$ cat config.mk
export PLATFORM = sky130hd
export DESIGN_NAME = instr_fetch_unit
export DESIGN_NICKNAME = d
export VERILOG_FILES = /design/src/rtl/if_pkg.sv /design/src/rtl/if_prefetch_fifo.sv /design/src/rtl/instr_fetch_unit.sv
export SDC_FILE = /design/constraint.sdc
export NUM_CORES = 1
export LEC_CHECK = 0
export ABC_AREA = 0
export BUFFER_PORTS_ARGS = -buffer_cell sky130_fd_sc_hd__buf_2
export CAP_MARGIN = 30
export CORE_MARGIN = 2
export CORE_UTILIZATION = 24
export DETAILED_ROUTE_END_ITERATION = 16
export GPL_ROUTABILITY_DRIVEN = 0
export GPL_TIMING_DRIVEN = 0
export HOLD_SLACK_MARGIN = 0.12
export PLACE_DENSITY = 0.37
export SLEW_MARGIN = 20
export SYNTH_ARGS = -nofsm -noshare
export SYNTH_HDL_FRONTEND = slang
export SYNTH_SLANG_ARGS = --single-unit
export TNS_END_PERCENT = 5
$ cat constraint.sdc
create_clock -name clk -period 5.3 [get_ports clk]
set_input_delay 1.06 -clock clk [delete_from_list [all_inputs] [get_ports clk]]
set_output_delay 1.06 -clock clk [all_outputs]
set_load 0.005 [all_outputs]
$ cat src/rtl/if_pkg.sv
// Shared types for the instruction fetch unit: fetch FSM states and prefetch FIFO entry.
package if_pkg;

    localparam int unsigned INSTR_BYTES = 4;

    typedef enum logic [0:0] {
        FETCH = 1'b0,
        HALT  = 1'b1
    } fetch_state_t;

    typedef struct packed {
        logic [31:0] pc;
        logic [31:0] instr;
    } fetch_entry_t;

    // A PC may be fetched only if word-aligned and not beyond the last word of IM.
    function automatic logic pc_fetchable(input logic [31:0] pc, input logic [31:0] last_pc);
        return (pc <= last_pc) && (pc[1:0] == 2'b00);
    endfunction

endpackage

$ cat src/rtl/if_prefetch_fifo.sv
// Synchronous prefetch FIFO of {pc, instr} entries with push, pop and single-cycle flush.
module if_prefetch_fifo
    import if_pkg::*;
#(
    parameter int unsigned DEPTH = 4
) (
    input  logic                       clk,
    input  logic                       rst_n,
    input  logic                       push_i,
    input  fetch_entry_t               push_data_i,
    input  logic                       pop_i,
    input  logic                       flush_i,
    output fetch_entry_t               head_o,
    output logic [$clog2(DEPTH):0]     count_o
);

    localparam int unsigned PTR_W = $clog2(DEPTH);
    localparam int unsigned CNT_W = PTR_W + 1;

    fetch_entry_t     mem_q [DEPTH];
    fetch_entry_t     mem_d [DEPTH];
    logic [PTR_W-1:0] wr_ptr_q, wr_ptr_d;
    logic [PTR_W-1:0] rd_ptr_q, rd_ptr_d;
    logic [CNT_W-1:0] count_q, count_d;
    logic             empty;

    assign empty   = (count_q == '0);
    assign count_o = count_q;
    // Head is zero while empty so stale data never leaks to decode.
    assign head_o  = empty ? '0 : mem_q[rd_ptr_q];

    always_comb begin
        mem_d    = mem_q;
        wr_ptr_d = wr_ptr_q;
        rd_ptr_d = rd_ptr_q;
        count_d  = count_q;
        if (flush_i) begin
            wr_ptr_d = '0;
            rd_ptr_d = '0;
            count_d  = '0;
        end else begin
            if (push_i) begin
                mem_d[wr_ptr_q] = push_data_i;
                wr_ptr_d        = wr_ptr_q + 1'b1;
            end
            if (pop_i) begin
                rd_ptr_d = rd_ptr_q + 1'b1;
            end
            count_d = count_q + CNT_W'(push_i) - CNT_W'(pop_i);
        end
    end

    always_ff @(posedge clk or negedge rst_n) begin
        if (!rst_n) begin
            for (int i = 0; i < DEPTH; i++) begin
                mem_q[i] <= '0;
            end
            wr_ptr_q <= '0;
            rd_ptr_q <= '0;
            count_q  <= '0;
        end else begin
            mem_q    <= mem_d;
            wr_ptr_q <= wr_ptr_d;
            rd_ptr_q <= rd_ptr_d;
            count_q  <= count_d;
        end
    end

endmodule

$ cat src/rtl/instr_fetch_unit.sv
// Instruction fetch unit: owns the PC, reads IM and queues {pc, instr} for decode.
// Optional perf counters are built when IF_PERF_CNT_EN is defined.
module instr_fetch_unit
    import if_pkg::*;
#(
    parameter logic [31:0] RESET_PC   = 32'h0,
    parameter int unsigned FIFO_DEPTH = 4,
    parameter int unsigned IM_BYTES   = 128
) (
    input  logic        clk,
    input  logic        rst_n,
    output logic [31:0] Instr_addr,
    input  logic [31:0] Instruction,
    input  logic        redirect_valid,
    input  logic [31:0] redirect_pc,
    output logic        if_valid,
    input  logic        if_ready,
    output logic [31:0] if_instr,
    output logic [31:0] if_pc,
    output logic        if_halted
`ifdef IF_PERF_CNT_EN
    ,
    output logic [15:0] perf_fetched,
    output logic [15:0] perf_flushed
`endif
);

    localparam int unsigned CNT_W   = $clog2(FIFO_DEPTH) + 1;
    localparam logic [31:0] LAST_PC = 32'(IM_BYTES - INSTR_BYTES);

    fetch_state_t     state_q, state_d;
    logic [31:0]      pc_q, pc_d;
    logic             push, pop;
    logic             fifo_full, fifo_empty;
    logic [CNT_W-1:0] fifo_count;
    fetch_entry_t     push_entry;
    fetch_entry_t     head;

    assign fifo_empty = (fifo_count == '0);
    assign fifo_full  = (fifo_count == CNT_W'(FIFO_DEPTH));

    // Redirect wins over the handshake: the head is flushed, not consumed.
    assign pop        = !fifo_empty && if_ready && !redirect_valid;
    assign push_entry = '{pc: pc_q, instr: Instruction};

    always_comb begin
        state_d = state_q;
        pc_d    = pc_q;
        push    = 1'b0;
        if (redirect_valid) begin
            state_d = FETCH;
            pc_d    = redirect_pc;
        end else if (state_q == FETCH) begin
            if (!pc_fetchable(pc_q, LAST_PC)) begin
                state_d = HALT;
            end else if (!fifo_full || pop) begin
                push = 1'b1;
                pc_d = pc_q + INSTR_BYTES;
            end
        end
    end

    always_ff @(posedge clk or negedge rst_n) begin
        if (!rst_n) begin
            state_q <= FETCH;
            pc_q    <= RESET_PC;
        end else begin
            state_q <= state_d;
            pc_q    <= pc_d;
        end
    end

    if_prefetch_fifo #(
        .DEPTH (FIFO_DEPTH)
    ) u_fifo (
        .clk         (clk),
        .rst_n       (rst_n),
        .push_i      (push),
        .push_data_i (push_entry),
        .pop_i       (pop),
        .flush_i     (redirect_valid),
        .head_o      (head),
        .count_o     (fifo_count)
    );

    assign Instr_addr = pc_q;
    assign if_valid   = !fifo_empty;
    assign if_instr   = head.instr;
    assign if_pc      = head.pc;
    assign if_halted  = (state_q == HALT);

`ifdef IF_PERF_CNT_EN
    logic [15:0] perf_fetched_q, perf_fetched_d;
    logic [15:0] perf_flushed_q, perf_flushed_d;
    logic [16:0] flush_sum;

    always_comb begin
        perf_fetched_d = perf_fetched_q;
        perf_flushed_d = perf_flushed_q;
        flush_sum      = {1'b0, perf_flushed_q} + 17'(fifo_count);
        if (push && perf_fetched_q != 16'hFFFF) begin
            perf_fetched_d = perf_fetched_q + 16'd1;
        end
        if (redirect_valid) begin
            perf_flushed_d = flush_sum[16] ? 16'hFFFF : flush_sum[15:0];
        end
    end

    always_ff @(posedge clk or negedge rst_n) begin
        if (!rst_n) begin
            perf_fetched_q <= '0;
            perf_flushed_q <= '0;
        end else begin
            perf_fetched_q <= perf_fetched_d;
            perf_flushed_q <= perf_flushed_d;
        end
    end

    assign perf_fetched = perf_fetched_q;
    assign perf_flushed = perf_flushed_q;
`endif

endmodule

==> metrics.txt <==
RSZ-0062 raised after global routing=false; LEAKAGE=0.00782 uW; most frequent cells in the layout=dfrtp_1, buf_2, and2_1; Via density=4.24; FP Rows=85; Residual DRC=0; Critical Path RT=4.24 ns; floorplan die width=236 um; initial antenna violation count=4; total gr overflow=0; commonest non-fill, non-tap cell in the layout=dfrtp_1; Critical-path top delay cell=buf_1; CP arrival=2.98 ns; cell area after synthesis=13000 sq um; Slew HR=42.2%; critical-path cell list=clkbuf_1, buf_1, mux4_2, and2_1, buf_2; setup TNS=0 ns; Worst Setup End Kind=output port; post-route minimum period=4.04 ns; utilization after layout=29.9%; first-pass GRT wire length=53.8 mm; final worst setup slack=1.26 ns; drt pass-1 iters=4; cell area after placement=14800 sq um; Max-Cap Viols=0; CTS Root Cell=clkbuf_16; Largest stage delay, worst path=0.72 ns; CTS resizes=0; R2R Setup Slk=2.29 ns; Initial Utilization=24.2%; synthesized net count=925; DR WL/cell=19.3 um; # Post-CTS Setup Buffers=0; synth warn=0; input/output buffers=165; Met1 Wirelength=16.1 mm; CTS clk-pin slew, worst paths=0.06 ns; Worst Skew=0.0178 ns; layout cell share with drive strength beyond 1=44.8%; Final period util=76.3%; post-layout instance area=16000 sq um; Yosys reg bits=296; Die Y=236 um; total track usage=12.6%; Final HPWL DP=22.4 mm; status=completed; number of global-route vias before repair=8493; final slew viol count=0; max layer used=met5; I/O pins=166; Num CTS Buffers=38; Synth-to-Final Area Change=23.5%; clk sink count=296; sequential area share after synthesis=57.2%; die area=55800 sq um; pre-CTS WS=1.34 ns; fillers=5477; via count=7565; met2 routed WL=15.9 mm; CTS tree=yes; diodes inserted=0; Mean Syn Cell Area=15.3 sq um; DRT iter0 DRCs=309; Detail Route Antenna Nets=0; clk buf depth=3; htree depth=2; endpoints failing setup=0; Detailed Route WL=34.5 mm; largest net degree at the start of global routing=84; P per Cell Area=349 nW/um^2; Worst-Margin Slew=0.867 ns; Fmax achieved=247 MHz; Gate Count Post-Synth=849; Design Power=5590 uW; Netlist cell types=42; crit-path max FO=10; Worst VDD drop=0.193 mV; WL met3=1.74 mm; Worst-Skew Late Latency=0.56 ns; Final Hold Vio Count=0; Hold WC Path Type=primary input to asynchronous set/reset pin; critical path launch point type=flip-flop; critical path class=flip-flop to output port; final net count=1135; Core ar.=53600 sq um; cts hold-fix bufs=0
## power breakdown
group          total (uW)  internal, uW  switching, uW
registers            2330          2300           39.5
clock network        2560          1520           1040
logic                 695           244            451
total                5590          4060           1530
## kinds of logic after synthesis
group | synth area share [%]
compound gates | 1.03
xor+xnor | 0.271
fa+ha+maj | 0.831
buf+inv | 2.25
flops | 57.2
mux | 27.2
simple gates | 11.2
## synth_stat cells (all sizes together)
library cell	instances	area, sq um
mux2	174	2080
clkinv	1	3.75
xnor2	1	8.76
and4	2	17.5
o31ai	3	22.5
nand3	5	25.0
buf	31	183
a221o	1	10.0
mux4	64	1440
and2	173	1080
inv	5	18.8
a31oi	4	25.0
clkbuf	23	86.3
o21a	1	7.51
a2bb2oi	2	17.5
or3	1	6.26
dfrtp	296	7410
or3b	1	8.76
o41ai	2	17.5
fa	1	20.0
nand2	2	7.51
a41oi	1	8.76
xor2	3	26.3
nand2b	1	6.26
and3	1	6.26
nand4b	2	17.5
o21ai	1	5.00
nor2b	7	43.8
ha	7	87.6
nor4	8	68.8
a21oi	4	20.0
nor2	12	45.0
or4	1	7.51
nand4	7	104
nor3b	1	7.51
## sequential cells by signal (all words and copies together), names as in the netlist
name	cells
u_fifo.wr_ptr_q	2
Instr_addr	32
if_halted	1
u_fifo.count_o	3
u_fifo.mem_q	256
u_fifo.rd_ptr_q	2
## final cells by class
type	count	area [sq um]	share of cell area (%)
Buffer	54	269	1.68
Clock buffer	57	1120	7.02
Clock inverter	11	110	0.688
Inverter	6	22.5	0.141
Multi-Input combinational cell	493	5260	32.8
Sequential cell	296	7410	46.3
Tap cell	696	871	5.44
Timing Repair Buffer	170	945	5.90
## worst max-delay path, delay by kind of cell, from the launching register on
kind,cells,cell delay (ns)
flip-flops,1,0.33
AND/OR/NAND/NOR,1,0.20
multiplexers,1,0.42
buffers and inverters,3,1.47
## through the flow
| step | cells | hold WS (ns) |
|---|---|---|
| CTS | 1783 | 0.433 |
| global route | 1783 | 0.465 |
| detailed placement | 1715 | 0.465 |
| floorplan | 849 | 0.448 |
| global placement | 1710 | 0.464 |
| finish | 1783 | 0.458 |
## final timing paths
kind / from / depth (start not counted) / end
setup / recovery: u_fifo.rd_ptr_q[1] / 5 / if_instr[27]
hold / removal: rst_n / 1 / u_fifo.mem_q[118]
setup reg to reg: u_fifo.count_o[1] / 11 / u_fifo.count_o[2]
hold reg to reg: u_fifo.mem_q[108] / 1 / u_fifo.mem_q[108]
max in group asynchronous: rst_n / 3 / u_fifo.mem_q[156]
min in group clk: u_fifo.mem_q[108] / 1 / u_fifo.mem_q[108]
## per-layer routing
metal | GRT usage, % | up-vias
li1 | - | 3456
met3 | 3.48 | 45
met1 | 17.3 | 3915
met4 | 3.45 | 6
met2 | 19.6 | 143
met5 | 0 | -
No activity file was read; power rests on OpenSTA's default activity.
